[src/rtl/fft_pkg.sv]
// Shared defaults and state type for the FFT stage sequencer.
package fft_pkg;

    localparam int unsigned LOG2N_DEF   = 4;
    localparam int unsigned MEM_LAT_DEF = 1;
    localparam int unsigned BFU_LAT_DEF = 2;

    localparam int unsigned N_DEF      = 1 << LOG2N_DEF;
    localparam int unsigned HALF_N_DEF = N_DEF / 2;
    localparam int unsigned D_DEF      = MEM_LAT_DEF + BFU_LAT_DEF;

    typedef enum logic [1:0] {
        S_IDLE,
        S_RUN,
        S_DRAIN,
        S_DONE
    } state_e;

endpackage

[src/rtl/fft_delay_line.sv]
// Fixed-depth register shift line with asynchronous clear.
module fft_delay_line #(
    parameter int unsigned WIDTH = 1,
    parameter int unsigned DEPTH = 1
) (
    input  logic             clk,
    input  logic             reset_n,
    input  logic [WIDTH-1:0] din,
    output logic [WIDTH-1:0] dout
);

    logic [DEPTH-1:0][WIDTH-1:0] pipe_q;
    logic [DEPTH-1:0][WIDTH-1:0] pipe_d;

    always_comb begin
        pipe_d    = pipe_q;
        pipe_d[0] = din;
        for (int unsigned i = 1; i < DEPTH; i++) begin
            pipe_d[i] = pipe_q[i-1];
        end
    end

    always_ff @(posedge clk or negedge reset_n) begin
        if (!reset_n) begin
            pipe_q <= '0;
        end else begin
            pipe_q <= pipe_d;
        end
    end

    assign dout = pipe_q[DEPTH-1];

endmodule

[src/rtl/fft_stage_ctrl.sv]
// Radix-2 DIT stage sequencer: issues one butterfly per cycle, drains the
// RAM + butterfly pipeline between stages, and replays addresses for write-back.
module fft_stage_ctrl
    import fft_pkg::*;
#(
    parameter int unsigned LOG2N   = LOG2N_DEF,
    parameter int unsigned MEM_LAT = MEM_LAT_DEF,
    parameter int unsigned BFU_LAT = BFU_LAT_DEF
) (
    input  logic                       clk,
    input  logic                       reset_n,
    input  logic                       start,
    output logic                       busy,
    output logic                       done,
    output logic [$clog2(LOG2N)-1:0]   stage,
    output logic                       rd_en,
    output logic [LOG2N-1:0]           rd_addr_a,
    output logic [LOG2N-1:0]           rd_addr_b,
    output logic [LOG2N-2:0]           tw_addr,
    output logic                       wr_en,
    output logic [LOG2N-1:0]           wr_addr_a,
    output logic [LOG2N-1:0]           wr_addr_b
);

    localparam int unsigned HALF_N = (1 << LOG2N) / 2;
    localparam int unsigned D      = MEM_LAT + BFU_LAT;
    localparam int unsigned SW     = $clog2(LOG2N);
    localparam int unsigned KW     = LOG2N - 1;
    localparam int unsigned DW     = (D > 1) ? $clog2(D) : 1;
    localparam int unsigned LW     = 1 + 2 * LOG2N;

    state_e             state_q, state_d;
    logic [SW-1:0]      stage_q, stage_d;
    logic [SW-1:0]      stage_out_q, stage_out_d;
    logic [KW-1:0]      k_q, k_d;
    logic [DW-1:0]      drain_q, drain_d;
    logic               rd_en_q, rd_en_d;
    logic               busy_q, busy_d;
    logic               done_q, done_d;
    logic [LOG2N-1:0]   rd_addr_a_q, rd_addr_a_d;
    logic [LOG2N-1:0]   rd_addr_b_q, rd_addr_b_d;
    logic [KW-1:0]      tw_q, tw_d;
    logic [LOG2N-1:0]   span, pos, grp;
    logic [LW-1:0]      wr_bus;

    always_comb begin
        span = LOG2N'(1) << stage_q;
        pos  = {1'b0, k_q} & (span - LOG2N'(1));
        grp  = {1'b0, k_q} >> stage_q;
    end

    // Read-side outputs are registered from the current state, so they trail
    // the state register by one cycle; stage is delayed to stay aligned.
    always_comb begin
        state_d     = state_q;
        stage_d     = stage_q;
        k_d         = k_q;
        drain_d     = drain_q;
        rd_en_d     = 1'b0;
        rd_addr_a_d = '0;
        rd_addr_b_d = '0;
        tw_d        = '0;
        busy_d      = (state_q != S_IDLE);
        done_d      = (state_q == S_DONE);
        stage_out_d = stage_q;

        case (state_q)
            S_IDLE: begin
                if (start) begin
                    state_d = S_RUN;
                    stage_d = '0;
                    k_d     = '0;
                end
            end
            S_RUN: begin
                rd_en_d     = 1'b1;
                rd_addr_a_d = ((grp << stage_q) << 1) | pos;
                rd_addr_b_d = rd_addr_a_d + span;
                tw_d        = KW'(pos << (KW - stage_q));
                k_d         = k_q + KW'(1);
                if (k_q == KW'(HALF_N - 1)) begin
                    k_d     = '0;
                    drain_d = '0;
                    state_d = S_DRAIN;
                end
            end
            S_DRAIN: begin
                drain_d = drain_q + DW'(1);
                if (drain_q == DW'(D - 1)) begin
                    drain_d = '0;
                    if (stage_q == SW'(LOG2N - 1)) begin
                        state_d = S_DONE;
                    end else begin
                        stage_d = stage_q + SW'(1);
                        k_d     = '0;
                        state_d = S_RUN;
                    end
                end
            end
            S_DONE: begin
                state_d = S_IDLE;
            end
            default: begin
                state_d = S_IDLE;
            end
        endcase
    end

    always_ff @(posedge clk or negedge reset_n) begin
        if (!reset_n) begin
            state_q     <= S_IDLE;
            stage_q     <= '0;
            k_q         <= '0;
            drain_q     <= '0;
            rd_en_q     <= 1'b0;
            rd_addr_a_q <= '0;
            rd_addr_b_q <= '0;
            tw_q        <= '0;
            busy_q      <= 1'b0;
            done_q      <= 1'b0;
            stage_out_q <= '0;
        end else begin
            state_q     <= state_d;
            stage_q     <= stage_d;
            k_q         <= k_d;
            drain_q     <= drain_d;
            rd_en_q     <= rd_en_d;
            rd_addr_a_q <= rd_addr_a_d;
            rd_addr_b_q <= rd_addr_b_d;
            tw_q        <= tw_d;
            busy_q      <= busy_d;
            done_q      <= done_d;
            stage_out_q <= stage_out_d;
        end
    end

    fft_delay_line #(
        .WIDTH (LW),
        .DEPTH (D)
    ) u_wr_dly (
        .clk     (clk),
        .reset_n (reset_n),
        .din     ({rd_en_q, rd_addr_a_q, rd_addr_b_q}),
        .dout    (wr_bus)
    );

    assign {wr_en, wr_addr_a, wr_addr_b} = wr_bus;

    assign busy      = busy_q;
    assign done      = done_q;
    assign stage     = stage_out_q;
    assign rd_en     = rd_en_q;
    assign rd_addr_a = rd_addr_a_q;
    assign rd_addr_b = rd_addr_b_q;
    assign tw_addr   = tw_q;

endmodule

[config.mk]
export PLATFORM = sky130hd
export DESIGN_NAME = fft_stage_ctrl
export DESIGN_NICKNAME = d
export VERILOG_FILES = /design/src/rtl/fft_pkg.sv /design/src/rtl/fft_delay_line.sv /design/src/rtl/fft_stage_ctrl.sv
export SDC_FILE = /design/constraint.sdc
export NUM_CORES = 1
export LEC_CHECK = 0
export ABC_AREA = 0
export BUFFER_PORTS_ARGS = -buffer_cell sky130_fd_sc_hd__buf_4
export CAP_MARGIN = 10
export CORE_MARGIN = 2
export CORE_UTILIZATION = 44
export DETAILED_ROUTE_END_ITERATION = 12
export PLACE_DENSITY = 0.67
export SYNTH_ARGS = -nofsm -noshare
export SYNTH_HDL_FRONTEND = slang
export SYNTH_SLANG_ARGS = --single-unit
[constraint.sdc]
create_clock -name clk -period 2.9 [get_ports clk]
set_clock_uncertainty 0.1 [all_clocks]
set_input_delay 0.435 -clock clk [delete_from_list [all_inputs] [get_ports clk]]
set_output_delay 0.435 -clock clk [all_outputs]
set_load 0.005 [all_outputs]
==> qor.txt, run 1 <==
share of the synthesized area in the top cell type -> 69.0%
die height -> 69.5 um
first-pass GRT wire length -> 5.35 mm
clock latency on the worst-skew pair -> 300 ps
Num CTS Buffers -> 5
dpl hpwl -> 2.08 mm
largest family of logic cells by synthesized area -> simple AND/OR/NAND/NOR gates
EDFF count, synth -> 0
# DRC -> 0
Critical R2R Launch -> stage_out_d[0]$_DFFE_PN0P_
critical-path cell list -> inv_1, ha_1, xnor2_1, a2bb2oi_1, inv_1, ha_1, a21oi_1, xnor2_1, mux2i_1
Synth Instances -> 138
pwr dens -> 648 nW/um2
WP buf/inv -> 2
setup TNS -> 0 ps
Final nets -> 174
crit path launch type -> flip-flop
sequential share of the synthesized area -> 69.0%
Area Overhead vs Synth -> 16.9%
Critical Path AT -> 2550 ps
post-route cell area -> 2210 um2
status -> completed
Core ar. -> 4060 um2
die area -> 4830 um2
Req. time, crit path -> 3030 ps
Cell Area, Synth -> 1890 um2
syn nets -> 150
multiplexer area fraction after synthesis -> 1.06%
Synth Area in XOR/XNOR -> 1.39%
share of layout cells above drive strength 1 -> 23.9%
count of buffers from port buffering -> 27
Placer Congestion -> 0.861
delay-heaviest family, CP -> flip-flops
Post-synth ARST share -> 100%
Max Cap Violations -> 0
CTS Hold Bufs -> 0
CTS clk-pin slew, worst paths -> 90 ps
worst reg2reg path depth -> 9
Worst Setup End Kind -> flip-flop
Max stage delay on crit path -> 590 ps
vias in the first global route -> 1122
Initial Util -> 46.5%
antenna violations before repair -> 0
ant diodes -> 0
CTS tree -> built
HP Class -> input port to asynchronous set/reset pin
GRT overflow -> 0
IO Pins -> 28
root buf cell -> clkbuf_8
Compound-Gate Fraction of Synth Area -> 7.16%
worst reg2reg setup slack -> 480 ps
Slew headroom -> 57.6%
RSZ-0062 raised after global routing -> no
vias per cell -> 5.00
R2R Path End -> rd_addr_b[3]$_DFF_PN0_
worst slew pin tran -> 635 ps
Post-CTS Setup Inserts -> 0
Tcrit/Tclk final -> 83.5%
Synth Area in Simple Gates -> 9.88%
via count -> 1064
WL/cell -> 14.1 um
Synth Register Bits -> 52
fraction of the mapped netlist area in adder cells -> 6.37%
Yosys warnings -> 0
CP max FO -> 13
DRT Pass-1 Iters -> 4
final hold viol count -> 0
Post-synth top cells -> dfrtp_1 (52), nor2_1 (10), buf_4 (8), ha_1 (8), nand2_1 (6)
Post-Syn Area per Cell -> 13.7 um2
site row count -> 23
f_max -> 413 MHz
Cell variety after synth -> 32
Peak VDD IR -> 0.214 mV
clock sinks -> 52
Primary FF master, synth -> dfrtp_1
pin count of the biggest net entering global routing -> 53
leading cell type by number of instances after synthesis -> dfrtp_1
total global-route track usage -> 14.4%
CTS Buffer Depth -> 2
Iter 0 DRT Violations -> 65
setup violators final -> 0
post-route ant nets -> 0
hold_ws -> 42.4 ps
Setup Crit Path Kind -> flip-flop to flip-flop
min Tclk post-route -> 2420 ps
Lkg Pwr -> 1.11 nW
synth top area cells -> dfrtp_1 (69%), ha_1 (5.3%), buf_4 (3.2%)
Final Routed Wirelength -> 3.00 mm
CTS H-tree lvls -> 2
Final Max Tran Viols -> 0
placed inst area -> 2080 um2
biggest area consumer among synthesized cells -> dfrtp_1
Die X-Extent -> 69.5 um
# resized after CTS -> 0
critical path's slowest cell -> dfrtp_1
[cell usage in the layout, fill, tap and decap left out, drive strengths merged]
master	n
a31oi	2
ha	8
bufinv	1
o21ai	3
a21oi	4
o22ai	1
or2	1
nand4	2
a22o	5
nand3	4
clkinv	2
or3b	1
dfrtp	52
a2bb2oi	1
or3	1
nand2b	1
inv	6
a211o	1
nand2	6
conb	1
mux2i	2
nor2	10
and2	3
clkbuf	6
fa	1
buf	27
a32o	1
xnor2	3
nor3b	3
a21bo	1
nor4b	1
nor3	2
[worst max-delay path by stage]
stage | start | endpoint | depth (start not counted)
finish | stage_out_d[0]$_DFFE_PN0P_ | rd_addr_b[3]$_DFF_PN0_ | 9
detailed placement | stage_out_d[0]$_DFFE_PN0P_ | rd_addr_b[3]$_DFF_PN0_ | 9
CTS | stage_out_d[0]$_DFFE_PN0P_ | rd_addr_b[3]$_DFF_PN0_ | 9
floorplan | stage_out_d[0]$_DFFE_PN0P_ | rd_addr_b[3]$_DFF_PN0_ | 10
global route | stage_out_d[1]$_DFFE_PN0P_ | rd_addr_b[3]$_DFF_PN0_ | 9
global placement | stage_out_d[0]$_DFFE_PN0P_ | rd_addr_b[3]$_DFF_PN0_ | 9
[routing by layer]
layer,up-vias,global-route usage [%],wire length [um]
met1,515,17.5,1230
met5,-,0,0
met3,6,4.80,201
met4,0,7.63,59
met2,38,22.9,1510
li1,505,-,-
[flip-flops by register name (all words and copies together) (netlist names)]
| name | count |
|---|---|
| busy | 1 |
| tw_addr | 3 |
| stage_out_d | 2 |
| stage | 2 |
| rd_en | 1 |
| drain_q | 2 |
| u_wr_dly.dout | 9 |
| done | 1 |
| k_q | 3 |
| rd_addr_a | 4 |
| rd_addr_b | 4 |
| u_wr_dly.pipe_d | 18 |
| state_q | 2 |
[per-stage QoR]
step	instances	power, mW	util, %	setup slack, ps
floorplan	138	0.888	-	649
global placement	205	0.926	51.4	674
detailed placement	205	0.939	51.4	520
CTS	213	1.45	54.4	483
global route	213	1.51	54.4	265
finish	213	1.43	54.4	477
[where the power goes]
part	total (mW)	internal, mW	switching, mW
registers	0.792	0.764	0.0282
clock network	0.509	0.282	0.227
logic	0.129	0.0640	0.0651
total	1.43	1.11	0.320
[layout make-up]
class / count / area [um2]
Fill cell: 327 / 1850
Sequential cell: 52 / 1300
Multi-Input combinational cell: 69 / 492
Timing Repair Buffer: 27 / 203
Clock buffer: 6 / 82.6
Tap cell: 50 / 62.6
Clock inverter: 2 / 38.8
Inverter: 7 / 26.3
[worst reg2reg max path: stages (launching register included)]
cell       delay [ps]
dfrtp_1           590
inv_1             160
ha_1              280
xnor2_1           180
a2bb2oi_1         220
inv_1             110
ha_1              190
a21oi_1           150
xnor2_1           150
mux2i_1           200
[cells by family after synthesis]
kind of cell,count (synthesis)
other cells,1
flops,52
mux,2
buf+inv,17
compound gates,19
simple gates,35
xor+xnor,3
fa+ha+maj,9
(Power assumes the default switching activity.)
==> run 2, diff against run 1 <==
==> constraint.sdc (replaced) <==
create_clock -name clk -period 2.53 [get_ports clk]
set_clock_uncertainty 0.1 [all_clocks]
set_input_delay 0.3795 -clock clk [delete_from_list [all_inputs] [get_ports clk]]
set_output_delay 0.3795 -clock clk [all_outputs]
set_load 0.005 [all_outputs]
==> run 2 against run 1 <==
Against the previous run:
- the run now ends with hold timing left
- final cell count grew 0.47%
- first-iteration DRC count grew 26%
- setup slack lost 220 ps
- flip-flop and latch count unchanged
- fmax up 6.5%
- global-route usage fell by 1.2 points
- critical endpoint unchanged
- highest routed layer unchanged
==> qor.txt, run 2 (same netlist as run 1, synthesis figures left out) <==
Iter 0 DRT Violations -> 82 (was 65)
Switching Fraction -> 23.1% (was 22.4%)
most frequent cells in the layout -> dfrtp_1 (51), buf_4 (28), nor2_1 (10) (was dfrtp_1 (52), buf_4 (27), nor2_1 (10))
CTS H-tree lvls -> 2 (unchanged)
combinational power share -> 9.7% (was 9.0%)
Tcrit/Tclk final -> 89.9% (was 83.5%)
setup violators final -> 0 (unchanged)
die height -> 69.5 um (unchanged)
Peak VDD IR -> 0.250 mV (was 0.214 mV)
hold_ws -> -16.2 ps (was 42.4 ps)
WL/cell -> 13.0 um (was 14.1 um)
setup TNS -> 0 ps (unchanged)
met2 usage -> 21.8% (was 22.9%)
RSZ-0062 raised after global routing -> no (unchanged)
Req. time, crit path -> 2650 ps (was 3030 ps)
CTS tree -> built (unchanged)
CP max FO -> 13 (unchanged)
HP Class -> input port to asynchronous set/reset pin (unchanged)
Max Cap Violations -> 0 (unchanged)
root buf cell -> clkbuf_8 (unchanged)
Area Overhead vs Synth -> 16.1% (was 16.9%)
clock latency on the worst-skew pair -> 290 ps (was 300 ps)
Core ar. -> 4060 um2 (unchanged)
site row count -> 23 (unchanged)
Critical Path AT -> 2400 ps (was 2550 ps)
Final nets -> 175 (was 174)
clock sinks -> 52 (unchanged)
share of layout cells above drive strength 1 -> 25.0% (was 23.9%)
Sw Pwr -> 353 uW (was 320 uW)
dpl hpwl -> 1.95 mm (was 2.08 mm)
vias in the first global route -> 1094 (was 1122)
vias per cell -> 5.00 (about the same)
via count -> 1070 (was 1064)
crit path launch type -> flip-flop (unchanged)
ant diodes -> 0 (unchanged)
Slew headroom -> 59.2% (was 57.6%)
Layout fillers -> 322 (was 327)
final hold viol count -> 15 (was 0)
placed cells -> 206 (was 205)
pin count of the biggest net entering global routing -> 53 (unchanged)
worst reg2reg setup slack -> 260 ps (was 480 ps)
non-filler cells, final -> 214 (was 213)
Initial Util -> 46.5% (unchanged)
pwr dens -> 696 nW/um2 (was 648 nW/um2)
failing checks -> hold timing
status -> complete, but fails checks (was completed)
post-route ant nets -> 0 (unchanged)
total global-route track usage -> 13.3% (was 14.4%)
count of buffers from port buffering -> 27 (unchanged)
number of flip-flops in the largest register -> 18 (unchanged)
Worst Setup End Kind -> flip-flop (unchanged)
Power Internal -> 1.17 mW (was 1.11 mW)
Sequential Power Share -> 59.3% (was 55.4%)
Die X-Extent -> 69.5 um (unchanged)
busiest grt layer -> met2 (unchanged)
met3 GRT Util -> 4.51% (was 4.80%)
die area -> 4830 um2 (unchanged)
clock network power share -> 30.9% (was 35.6%)
antenna violations before repair -> 0 (unchanged)
worst slew pin tran -> 611 ps (was 635 ps)
Placer Congestion -> 0.859 (was 0.861)
f_max -> 440 MHz (was 413 MHz)
Setup Crit Path Kind -> flip-flop to flip-flop (unchanged)
Num CTS Buffers -> 5 (unchanged)
Final Routed Wirelength -> 2.78 mm (was 3.00 mm)
most common cell after layout, fill and taps aside -> dfrtp_1 (unchanged)
met1 global-route usage -> 15.5% (was 17.5%)
Post-CTS Setup Inserts -> 0 (unchanged)
first-pass GRT wire length -> 5.04 mm (was 5.35 mm)
CTS clk-pin slew, worst paths -> 90 ps (about the same)
Final Max Tran Viols -> 0 (unchanged)
min Tclk post-route -> 2270 ps (was 2420 ps)
DRT Pass-1 Iters -> 4 (unchanged)
CTS Buffer Depth -> 2 (unchanged)
GRT overflow -> 0 (unchanged)
IO Pins -> 28 (unchanged)
Final Util -> 54.0% (was 54.4%)
# DRC -> 0 (unchanged)
Lkg Pwr -> 1.10 nW (was 1.11 nW)
run 2: final timing paths:
path                                                      end                     startpoint  cells after the start
max in group asynchronous          stage_out_d[0]$_DFFE_PN0P_                        reset_n                      1
worst max-delay path                   rd_addr_b[3]$_DFF_PN0_     stage_out_d[0]$_DFFE_PN0P_                      9
min in group clk                u_wr_dly.pipe_d[20]$_DFF_PN0_  u_wr_dly.pipe_d[11]$_DFF_PN0_                      0
worst min register to register  u_wr_dly.pipe_d[20]$_DFF_PN0_  u_wr_dly.pipe_d[11]$_DFF_PN0_                      0
worst max register to register         rd_addr_b[3]$_DFF_PN0_     stage_out_d[0]$_DFFE_PN0P_                      9
worst min-delay path             u_wr_dly.pipe_d[9]$_DFF_PN0_                        reset_n                      1
run 2: power by group through the flow:
stage | clock network [mW] | registers [mW] | logic [mW]
6_report | 0.471 | 0.905 | 0.148
5_1_grt | 0.531 | 0.912 | 0.170
3_5_place_dp | 0 | 0.922 | 0.152
4_1_cts | 0.490 | 0.905 | 0.152
3_3_place_gp | 0 | 0.919 | 0.145
2_1_floorplan | 0 | 0.913 | 0.105
run 2: area by class of cell:
class / count / area [um2] / area share (%)
Clock buffer: 6 / 82.6 / 3.77
Clock inverter: 2 / 15.0 / 0.685
Inverter: 7 / 26.3 / 1.20
Multi-Input combinational cell: 69 / 492 / 22.4
Sequential cell: 52 / 1300 / 59.5
Tap cell: 50 / 62.6 / 2.86
Timing Repair Buffer: 28 / 210 / 9.59
run 2: stage by stage:
step | total power [mW] | setup slack (ps) | cell area [um2]
floorplan | 1.02 | 279 | 1890
global placement | 1.06 | 299 | 2090
detailed placement | 1.07 | 150 | 2090
CTS | 1.55 | 121 | 2190
global route | 1.61 | 2.16 | 2190
finish | 1.52 | 256 | 2190
run 2: repair_timing:
item | 4_1_cts | 5_1_grt
endpoints found under the setup margin | 0 | 2
gates resized for setup | 0 | 1
hold buffers | 0 | 0
run 2: metal layers:
layer / vias to the layer above / part of all wire, %
li1: 505 / -
met1: 527 / 43
met2: 33 / 49
met3: 5 / 6.2
met4: 0 / 2.2
met5: - / 0
run 2: worst max-delay path: stages (launching register included):
cell and delay, ps:
dfrtp_2 500, inv_1 120, ha_1 270, xnor2_1 170, a2bb2oi_1 210, inv_1 100
ha_1 200, a21oi_1 170, xnor2_1 160, mux2i_1 200
